**src/rtl/digit_stroke_seq.sv**
```systemverilog
// Seven-segment digit stroke sequencer: turns a digit and a cell origin into
// a stream of pen-up travel and pen-down stroke segments for a line drawer.
module digit_stroke_seq #(
  parameter int unsigned COORD_W = 8,
  parameter int unsigned CELL_W  = 120,
  parameter int unsigned CELL_H  = 80,
  parameter int unsigned HOME_X  = 0,
  parameter int unsigned HOME_Y  = 0
) (
  input  logic               clk,
  input  logic               rst,
  input  logic               start,
  input  logic [3:0]         digit,
  input  logic [COORD_W-1:0] org_x,
  input  logic [COORD_W-1:0] org_y,
  output logic               seg_valid,
  input  logic               seg_ready,
  output logic [COORD_W-1:0] start_x,
  output logic [COORD_W-1:0] start_y,
  output logic [COORD_W-1:0] end_x,
  output logic [COORD_W-1:0] end_y,
  output logic               pen_down,
  output logic [4:0]         seg_idx,
  output logic               busy,
  output logic               done
);

  localparam logic [COORD_W-1:0] HX  = COORD_W'(HOME_X);
  localparam logic [COORD_W-1:0] HY  = COORD_W'(HOME_Y);
  localparam logic [COORD_W-1:0] CW  = COORD_W'(CELL_W);
  localparam logic [COORD_W-1:0] CH  = COORD_W'(CELL_H);
  localparam logic [COORD_W-1:0] CH2 = COORD_W'(CELL_H / 2);

  typedef enum logic [1:0] {IDLE, SCAN, EMIT, FINISH} state_e;

  state_e             state_q, state_d;
  logic [6:0]         mask_q, mask_d;
  logic [COORD_W-1:0] l_q, l_d, r_q, r_d, t_q, t_d, m_q, m_d, b_q, b_d;
  logic [2:0]         ptr_q, ptr_d;
  logic [2:0]         cur_seg_q, cur_seg_d;
  logic               cur_lit_q, cur_lit_d;
  logic               cur_home_q, cur_home_d;
  logic [4:0]         cnt_q, cnt_d;
  logic [COORD_W-1:0] pen_x_q, pen_x_d, pen_y_q, pen_y_d;
  logic               seg_valid_q, seg_valid_d;
  logic [COORD_W-1:0] start_x_q, start_x_d, start_y_q, start_y_d;
  logic [COORD_W-1:0] end_x_q, end_x_d, end_y_q, end_y_d;
  logic               pen_down_q, pen_down_d;
  logic [4:0]         seg_idx_q, seg_idx_d;
  logic               busy_q, busy_d;
  logic               done_q, done_d;

  logic               found_c;
  logic [2:0]         next_c;
  logic [COORD_W-1:0] seg_sx_c, seg_sy_c, seg_ex_c, seg_ey_c;
  logic [7:0]         upto_c;
  logic               rem_c, hs_c, final_c, pen_home_c, pen_at_seg_c;

  // Segment masks, bit 0 = a ... bit 6 = g
  function automatic logic [6:0] digit_mask(input logic [3:0] d);
    case (d)
      4'd0:    return 7'h3F;
      4'd1:    return 7'h06;
      4'd2:    return 7'h5B;
      4'd3:    return 7'h4F;
      4'd4:    return 7'h66;
      4'd5:    return 7'h6D;
      4'd6:    return 7'h7D;
      4'd7:    return 7'h07;
      4'd8:    return 7'h7F;
      4'd9:    return 7'h6F;
      default: return 7'h00;
    endcase
  endfunction

  // Lowest lit segment at or after the scan pointer
  always_comb begin
    found_c = 1'b0;
    next_c  = 3'd0;
    for (int i = 6; i >= 0; i--) begin
      if (mask_q[i] && (3'(i) >= ptr_q)) begin
        found_c = 1'b1;
        next_c  = 3'(i);
      end
    end
  end

  // Endpoints of the candidate segment
  always_comb begin
    seg_sx_c = '0;
    seg_sy_c = '0;
    seg_ex_c = '0;
    seg_ey_c = '0;
    case (next_c)
      3'd0: begin seg_sx_c = l_q; seg_sy_c = t_q; seg_ex_c = r_q; seg_ey_c = t_q; end
      3'd1: begin seg_sx_c = r_q; seg_sy_c = t_q; seg_ex_c = r_q; seg_ey_c = m_q; end
      3'd2: begin seg_sx_c = r_q; seg_sy_c = m_q; seg_ex_c = r_q; seg_ey_c = b_q; end
      3'd3: begin seg_sx_c = r_q; seg_sy_c = b_q; seg_ex_c = l_q; seg_ey_c = b_q; end
      3'd4: begin seg_sx_c = l_q; seg_sy_c = b_q; seg_ex_c = l_q; seg_ey_c = m_q; end
      3'd5: begin seg_sx_c = l_q; seg_sy_c = m_q; seg_ex_c = l_q; seg_ey_c = t_q; end
      3'd6: begin seg_sx_c = l_q; seg_sy_c = m_q; seg_ex_c = r_q; seg_ey_c = m_q; end
      default: ;
    endcase
  end

  // Handshake and end-of-job detection; a lit stroke is final when nothing
  // lit follows it and it already ends at the park position
  always_comb begin
    hs_c         = seg_valid_q && seg_ready;
    pen_home_c   = (pen_x_q == HX) && (pen_y_q == HY);
    pen_at_seg_c = (pen_x_q == seg_sx_c) && (pen_y_q == seg_sy_c);
    upto_c       = (8'd2 << cur_seg_q) - 8'd1;
    rem_c        = |(mask_q & ~upto_c[6:0]);
    final_c      = cur_home_q ||
                   (cur_lit_q && !rem_c && (end_x_q == HX) && (end_y_q == HY));
  end

  // State register
  always_ff @(posedge clk) begin
    if (rst) state_q <= IDLE;
    else     state_q <= state_d;
  end

  // Next-state logic
  always_comb begin
    state_d = state_q;
    case (state_q)
      IDLE:    if (start) state_d = SCAN;
      SCAN:    state_d = (found_c || !pen_home_c) ? EMIT : FINISH;
      EMIT:    if (hs_c) state_d = final_c ? FINISH : SCAN;
      FINISH:  state_d = IDLE;
      default: state_d = IDLE;
    endcase
  end

  // Datapath and output next values
  always_comb begin
    mask_d      = mask_q;
    l_d         = l_q;
    r_d         = r_q;
    t_d         = t_q;
    m_d         = m_q;
    b_d         = b_q;
    ptr_d       = ptr_q;
    cur_seg_d   = cur_seg_q;
    cur_lit_d   = cur_lit_q;
    cur_home_d  = cur_home_q;
    cnt_d       = cnt_q;
    pen_x_d     = pen_x_q;
    pen_y_d     = pen_y_q;
    seg_valid_d = seg_valid_q;
    start_x_d   = start_x_q;
    start_y_d   = start_y_q;
    end_x_d     = end_x_q;
    end_y_d     = end_y_q;
    pen_down_d  = pen_down_q;
    seg_idx_d   = seg_idx_q;
    busy_d      = (state_d != IDLE);
    done_d      = (state_d == FINISH);
    case (state_q)
      IDLE: begin
        if (start) begin
          mask_d = digit_mask(digit);
          l_d    = org_x;
          r_d    = org_x + CW;
          t_d    = org_y;
          m_d    = org_y + CH2;
          b_d    = org_y + CH;
          ptr_d  = 3'd0;
          cnt_d  = 5'd0;
        end
      end
      SCAN: begin
        if (found_c || !pen_home_c) begin
          seg_valid_d = 1'b1;
          seg_idx_d   = cnt_q;
          cur_seg_d   = next_c;
          cur_home_d  = !found_c;
          cur_lit_d   = 1'b0;
          pen_down_d  = 1'b0;
          start_x_d   = pen_x_q;
          start_y_d   = pen_y_q;
          end_x_d     = found_c ? seg_sx_c : HX;
          end_y_d     = found_c ? seg_sy_c : HY;
          if (found_c && pen_at_seg_c) begin
            cur_lit_d  = 1'b1;
            pen_down_d = 1'b1;
            start_x_d  = seg_sx_c;
            start_y_d  = seg_sy_c;
            end_x_d    = seg_ex_c;
            end_y_d    = seg_ey_c;
          end
        end
      end
      EMIT: begin
        if (hs_c) begin
          pen_x_d     = end_x_q;
          pen_y_d     = end_y_q;
          cnt_d       = cnt_q + 5'd1;
          if (cur_lit_q) ptr_d = cur_seg_q + 3'd1;
          seg_valid_d = 1'b0;
          start_x_d   = '0;
          start_y_d   = '0;
          end_x_d     = '0;
          end_y_d     = '0;
          pen_down_d  = 1'b0;
          seg_idx_d   = 5'd0;
        end
      end
      default: ;
    endcase
  end

  // Datapath and output registers
  always_ff @(posedge clk) begin
    if (rst) begin
      mask_q      <= '0;
      l_q         <= '0;
      r_q         <= '0;
      t_q         <= '0;
      m_q         <= '0;
      b_q         <= '0;
      ptr_q       <= '0;
      cur_seg_q   <= '0;
      cur_lit_q   <= 1'b0;
      cur_home_q  <= 1'b0;
      cnt_q       <= '0;
      pen_x_q     <= HX;
      pen_y_q     <= HY;
      seg_valid_q <= 1'b0;
      start_x_q   <= '0;
      start_y_q   <= '0;
      end_x_q     <= '0;
      end_y_q     <= '0;
      pen_down_q  <= 1'b0;
      seg_idx_q   <= '0;
      busy_q      <= 1'b0;
      done_q      <= 1'b0;
    end else begin
      mask_q      <= mask_d;
      l_q         <= l_d;
      r_q         <= r_d;
      t_q         <= t_d;
      m_q         <= m_d;
      b_q         <= b_d;
      ptr_q       <= ptr_d;
      cur_seg_q   <= cur_seg_d;
      cur_lit_q   <= cur_lit_d;
      cur_home_q  <= cur_home_d;
      cnt_q       <= cnt_d;
      pen_x_q     <= pen_x_d;
      pen_y_q     <= pen_y_d;
      seg_valid_q <= seg_valid_d;
      start_x_q   <= start_x_d;
      start_y_q   <= start_y_d;
      end_x_q     <= end_x_d;
      end_y_q     <= end_y_d;
      pen_down_q  <= pen_down_d;
      seg_idx_q   <= seg_idx_d;
      busy_q      <= busy_d;
      done_q      <= done_d;
    end
  end

  assign seg_valid = seg_valid_q;
  assign start_x   = start_x_q;
  assign start_y   = start_y_q;
  assign end_x     = end_x_q;
  assign end_y     = end_y_q;
  assign pen_down  = pen_down_q;
  assign seg_idx   = seg_idx_q;
  assign busy      = busy_q;
  assign done      = done_q;

endmodule
```
**config.mk**
```make
export PLATFORM = sky130hd
export DESIGN_NAME = digit_stroke_seq
export DESIGN_NICKNAME = d
export VERILOG_FILES = /design/src/rtl/digit_stroke_seq.sv
export SDC_FILE = /design/constraint.sdc
export NUM_CORES = 1
export LEC_CHECK = 0
export ABC_AREA = 1
export CAP_MARGIN = 0
export CELL_PAD_IN_SITES_DETAIL_PLACEMENT = 1
export CELL_PAD_IN_SITES_GLOBAL_PLACEMENT = 2
export CORE_AREA = 5 5 128 130
export CTS_CLUSTER_SIZE = 8
export DETAILED_ROUTE_END_ITERATION = 16
export DIE_AREA = 0 0 133 135
export DONT_BUFFER_PORTS = 1
export PLACE_DENSITY_LB_ADDON = 0.1
export SYNTH_ARGS = -nofsm -noshare
export SYNTH_HDL_FRONTEND = slang
export SYNTH_SLANG_ARGS = --single-unit
```
**constraint.sdc**
```tcl
create_clock -name clk -period 2.8 [get_ports clk]
set_input_delay 0.56 -clock clk [delete_from_list [all_inputs] [get_ports clk]]
set_output_delay 0.56 -clock clk [all_outputs]
set_load 0.005 [all_outputs]
```
# Word-level counts from Yosys, hierarchy flattened
# Memories as Yosys holds them, arrays and structs flattened. A register that Yosys moved wholly into a read port is not among the register bits.
# Index checks and enable logic that the tools add are counted.
op_classes:
  eq_ne: 16
  n_reduce_logical: 45
  n_shift: 1
  order_cmp: 7
  add_sub_neg: 6
  bitwise_logic: 2
  n_mux: 54
op_table:
  columns: ["op", "count"]
  rows:
  - ["one-hot mux 8 bit (2 select lines)", 6]
  - ["two-way mux 8 bit", 11]
  - ["one-hot mux 8 bit (3 select lines)", 2]
  - ["logical NOT 8 bit", 4]
  - ["two-way mux 3 bit", 10]
  - ["two-way mux 5 bit", 4]
  - ["one-hot mux 5 bit (2 select lines)", 2]
  - ["adder 8 x 7 -> 8 bit, second input constant", 2]
  - ["== test 8 bit", 2]
  - ["logical AND 1 bit", 14]
  - ["two-way mux 1 bit", 12]
  - ["OR reduction 3 bit", 4]
  - ["== test 3 bit, second input constant", 3]
  - ["greater-or-equal comparator 3 bit, first input constant", 3]
  - ["adder 8 x 6 -> 8 bit, second input constant", 1]
  - ["inequality test 2 bit, second input constant", 4]
  - ["one-hot mux 2 bit (4 select lines)", 1]
  - ["OR reduction 2 bit", 4]
  - ["OR reduction 4 bit", 2]
  - ["AND 7 bit", 1]
  - ["NOT 7 bit", 1]
  - ["OR reduction 7 bit", 1]
  - ["<< shifter 2 x 3 -> 7 bit, first input constant", 1]
  - ["subtractor 7 x 1 -> 7 bit, second input constant", 1]
  - ["other kinds (19)", 35]
word_totals:
  romBits: 112
  n_memories: 1
  output_inout_bits: 41
  ff_bits: 112
  input_bits: 24
  word_cells: 154
mem_list:
  columns: ["memory", "depth", "word_bits", "rd", "rd_ports_with_merged_regs", "wr", "line_no", "text"]
  rows:
  - ["(no name shown)", 16, 7, 1, 1, 0, "61", "case (d)"]

# Logic depth before layout (Yosys ltp)
logic_depth:
  ltp_word: 18
  ltp_mapped: 20
  ltp_nobuf: 20

# Worst setup path after synthesis
# No wires, ideal clock.
synth_path:
  path_type: "register to register"
  startpoint: "reg ptr_q[2]"
  endpoint: "reg end_y_q[7] (netlist: end_y[7])"
  setup_slack_ns: 0.645
  path_stages_with_launch: 21
  arrival_time_ns: 2.023
  n_path_buf: 1
  cell_sequence: "dfxtp_1 nor2_1 nand3_1 nand2_1 inv_1 nand2_2 a21oi_4 inv_2 nand2_2 nor2_1 a21oi_2 nand2_1 nand2_1 nand2_1 clkinv_1 nand2_1 nor2_4 buf_4 nand3_1 nand3_1 a21oi_1"
synth_via:
  elab_chain_len: 18
  word_cells_on_any_way: 57
  cone_classes: "order compare (7); eq/ne (9); mux (21); reduce/logical (20)"
synth_lines:
  columns: ["element", "line_no", "text"]
  rows:
  - ["start: declaration", "39", "logic [2:0] ptr_q, ptr_d;"]
  - ["start signal: assignment", "246", "ptr_q <= ptr_d;"]
  - ["greater-or-equal comparator 3 bit", "81", "if (mask_q[i] && (3'(i) >= ptr_q)) begin"]
  - ["logical AND 1 bit", "81", null]
  - ["two-way mux 3 bit (7 in a row)", "81", null]
  - ["== test 3 bit, or another cell as far along", "94", "case (next_c)"]
  - ["OR reduction 4 bit (no line), or another cell as far along", null, null]
  - ["one-hot mux 8 bit (2 select lines) / one-hot mux 8 bit (3 select lines) (equally long branches)", "94", null]
  - ["== test 8 bit", "111", "pen_at_seg_c = (pen_x_q == seg_sx_c) && (pen_y_q == seg_sy_c);"]
  - ["logical AND 1 bit", "111", null]
  - ["logical AND 1 bit", "185", "if (found_c && pen_at_seg_c) begin"]
  - ["two-way mux 8 bit", "185", null]
  - ["two-way mux 8 bit", "174", "if (found_c || !pen_home_c) begin"]
  - ["one-hot mux 8 bit (2 select lines)", "160", "case (state_q)"]
  - ["end signal: assignment", "257", "end_y_q <= end_y_d;"]
  - ["end: declaration", "47", "logic [COORD_W-1:0] end_x_q, end_x_d, end_y_q, end_y_d;"]
# Parallel ways exist; a longest one is shown, timed or not. The select of a mux whose other input is x is not followed.
# A chain may end at the register's enable or synchronous reset.

# Final worst setup path
layout_path:
  startpoint: "reg ptr_q[2]"
  endpoint: "reg end_y_q[3] (netlist: end_y[3])"
# Same word-level chain as after synthesis.

==> summary.md <==
| Metric | Value |
|---|---|
| Clock Sinks | roughly 110 |
| Design area | between 5000 and 6000 sq um |
| Endpoints failing setup | 0 |
| Synthesized area | around 5300 sq um |
| Combinational power share | roughly 23% |
| Number of flops mapped to enable cells by yosys | 0 |
| Ranking of synthesized cells by area | dfxtp_1 41%, nand2_1 12%, a21oi_1 8.6%, nand3_1 6.5%, o21ai_0 5.6% |
| Crit path kind | reg2reg |
| Cell count after placement | around 920 |
| Syn nets | about 800 |
| Smallest hold slack | 272 ps |
| Pleak | 2.42 nW |
| Avg Vias per Cell | about 5.2 |
| Drt drc | 0 |
| First-pass GRT wire length | 27,200 um |
| Max frequency | 386 MHz |
| Placed cell areas | about 5500 sq um |
| WL final | roughly 17,000 um |
| Die ar. | roughly 18,000 sq um |
| Cell taking the most area after synthesis | dfxtp_1 |
| Synth top area share | 41.0% |
| Starting DRC count in detailed routing | around 220 |
| Port bufs | 0 |
| TNS Setup | 0 ps |
| Fin crit share | approximately 93% |
| Power share of the sequential group | 44.4% |
| Final slew viol count | 0 |
| PwrDens | between 600 and 700 nW/um^2 |
| WP data required | 3050 ps |
| Non-Filler Instances | 935 |
| Length of the first detailed-routing pass in iterations | 4 |
| Core ar. | around 15,000 sq um |
| Slew margin rel. | between 40 and 50% |
| Asr flop ratio synth | 0% |
| Clock tree from TritonCTS | done |
| Syn avg cell area | just over 7 sq um |
| Synthesized instance count | between 700 and 800 |
| Total number of vias | 4,878 |
| Area Overhead vs Synth | 10.1% |
| Initial antenna violation count | 0 |
| Seq/Total Area, Yosys | around 40% |
| Total CTS buffers | 9 |
| Total gr overflow | 0 |
| GPL Wtd Cong | around 0.82 |
| Main synth FF type | dfxtp_1 |
| Status | finished clean |
| Synth Register Bits | 109 |
| Overall die width | between 100 and 150 um |
| Layout cells sized above 1 | under 10% |
| Final HPWL from detailed placement | 12,700 um |
| Hold Path Class | in2reg |
| Root buffer selected by CTS | clkbuf_16 |
| GRT Total Usage | 18.9% |
| Skew-Pair Late Insertion Delay | approximately 350 ps |
| Boundary Pins | between 60 and 70 |
| Commonest non-fill, non-tap cell in the layout | nand2_1 |
| Internal | around 2.6 mW |
| Sw Pwr | about 1.3 mW |
| Clock power frac | between 30% and 40% |
| Antenna cells | 0 |
| Most frequent cells in the layout | 168 x nand2_1, 106 x dfxtp_1, 89 x a21oi_1 |
| Vias in the first global route | about 4,900 |
| Post-Route Skew | about 7.2 ps |
| Site Rows | 45 |
| Largest net degree at the start of global routing | 57 |
| H-tree depth | 3 |
| Final critical-path required period | about 2600 ps |
| Max-cap violation count | 0 |
| Critical Path Fanout Max | 11 |
| Fin nets | around 800 |
| Count of final hold-check violations | 0 |
| YS warnings | 0 |
| Clock buffer depth | 2 |
| Synth cell types | 40 |
| CP endpoint kind | register |
| Die height | around 140 um |
| Worst-path clk slew | roughly 80 ps |
| Critical Path Start Type | register |
| Drt wl/cell | between 15 and 20 um |
| IR drop worst, VDD | around 0.00029 V |
| Least-Margin Pin Slew | 825 ps |
| Starting Density | between 30% and 40% |
| Detail Route Antenna Nets | 0 |
| Switching Fraction | around 34% |
| Arr. time, crit path | between 2000 and 3000 ps |
## power groups by stage
stage	logic, mW	clock network [mW]	registers [mW]
after detailed placement	0.890	0	1.76
after global placement	0.870	0	1.76
after floorplan	0.666	0	1.72
after global routing	1.02	1.35	1.74
after CTS	0.895	1.29	1.72
final	0.900	1.26	1.72
## layer usage
metal / routed length, um / GRT usage (%)
met2: 7840 / 31.5
met1: 7960 / 25.5
met4: 208 / 5.14
met3: 621 / 2.91
met5: 0 / 0
## final cells by class
type / instances / area (sq um)
clock buffer: 10 / 239
inverter: 73 / 277
clock inverter: 6 / 45.0
timing repair buffer: 12 / 103
sequential: 109 / 2190
fill: 1919 / 9170
multi-input combinational: 537 / 2770
tap: 188 / 235
## repair_timing
action / in CTS / in global routing
setup endpoints to repair: 0 / 12
hold buffers: 0 / 0
resized for setup: 0 / 15
buffers inserted: 0 / 0
## sequential cells by signal, summed over array words and instances (netlist names), 2 cells and up
signal and cells:
cnt_q 5, pen_y_q 8, start_x 8, m_q 5
r_q 5, cur_seg_q 3, t_q 8, start_y 8
ptr_q 3, pen_x_q 8, state_q 2, end_x 8
mask_q 7, seg_idx 5, end_y 8, b_q 4
l_q 8
## worst paths after layout
check            from          to  slack [ps]  cells after the start
max          ptr_q[2]    end_y[3]         210                     19
min               rst  state_q[0]         270                      1
max reg2reg  ptr_q[2]    end_y[3]         210                     19
min reg2reg  cnt_q[4]  seg_idx[4]         470                      2
## cell families (layout without fill, tap and decap cells)
logic type	after synthesis	count (layout)	synth area share (%)
compound gates	178	178	18.5
xor+xnor	12	12	1.98
fa+ha+maj	17	17	4.00
buf+inv	104	101	7.62
flops	109	109	41.0
mux	3	3	0.635
simple gates	327	327	26.3
## worst max-delay path: stages, from the launching register on
cell and delay (ps):
dfxtp_4 380, a21oi_2 210, nand2_1 80, nand2_1 60, nand2_1 60, nand2_1 100, nand2_1 160, nand2_4 140
nand2_2 100, nand2_1 150, nand2_1 100, nand2_1 70, nand2_1 60, nor2_2 130, nand2_1 110, nor2_4 140
buf_4 180, nand3_1 100, nand3_1 100, a21oi_1 60
## metrics by stage
| stage | utilization (%) | power (mW) | setup slack, ps |
|---|---|---|---|
| after floorplan | - | 2.39 | 645 |
| after global placement | 36.8 | 2.63 | 217 |
| after detailed placement | 36.8 | 2.65 | 124 |
| after CTS | 38.7 | 3.91 | 78.5 |
| after global routing | 39.0 | 4.11 | -38.1 |
| final | 39.0 | 3.88 | 209 |
## cell usage after synthesis (all sizes together) (2+ instances only)
cell type	n
nand2	175
dfxtp	109
a21oi	95
inv	71
nand3	70
nor2	65
o21ai	62
clkbuf	23
ha	17
xor2	11
a221oi	8
buf	8
nor4	6
a211oi	5
nand4	5
mux2	3
nor3	3
clkinv	2
nor3b	2
Note: power is estimated with default switching activity, not from simulation.
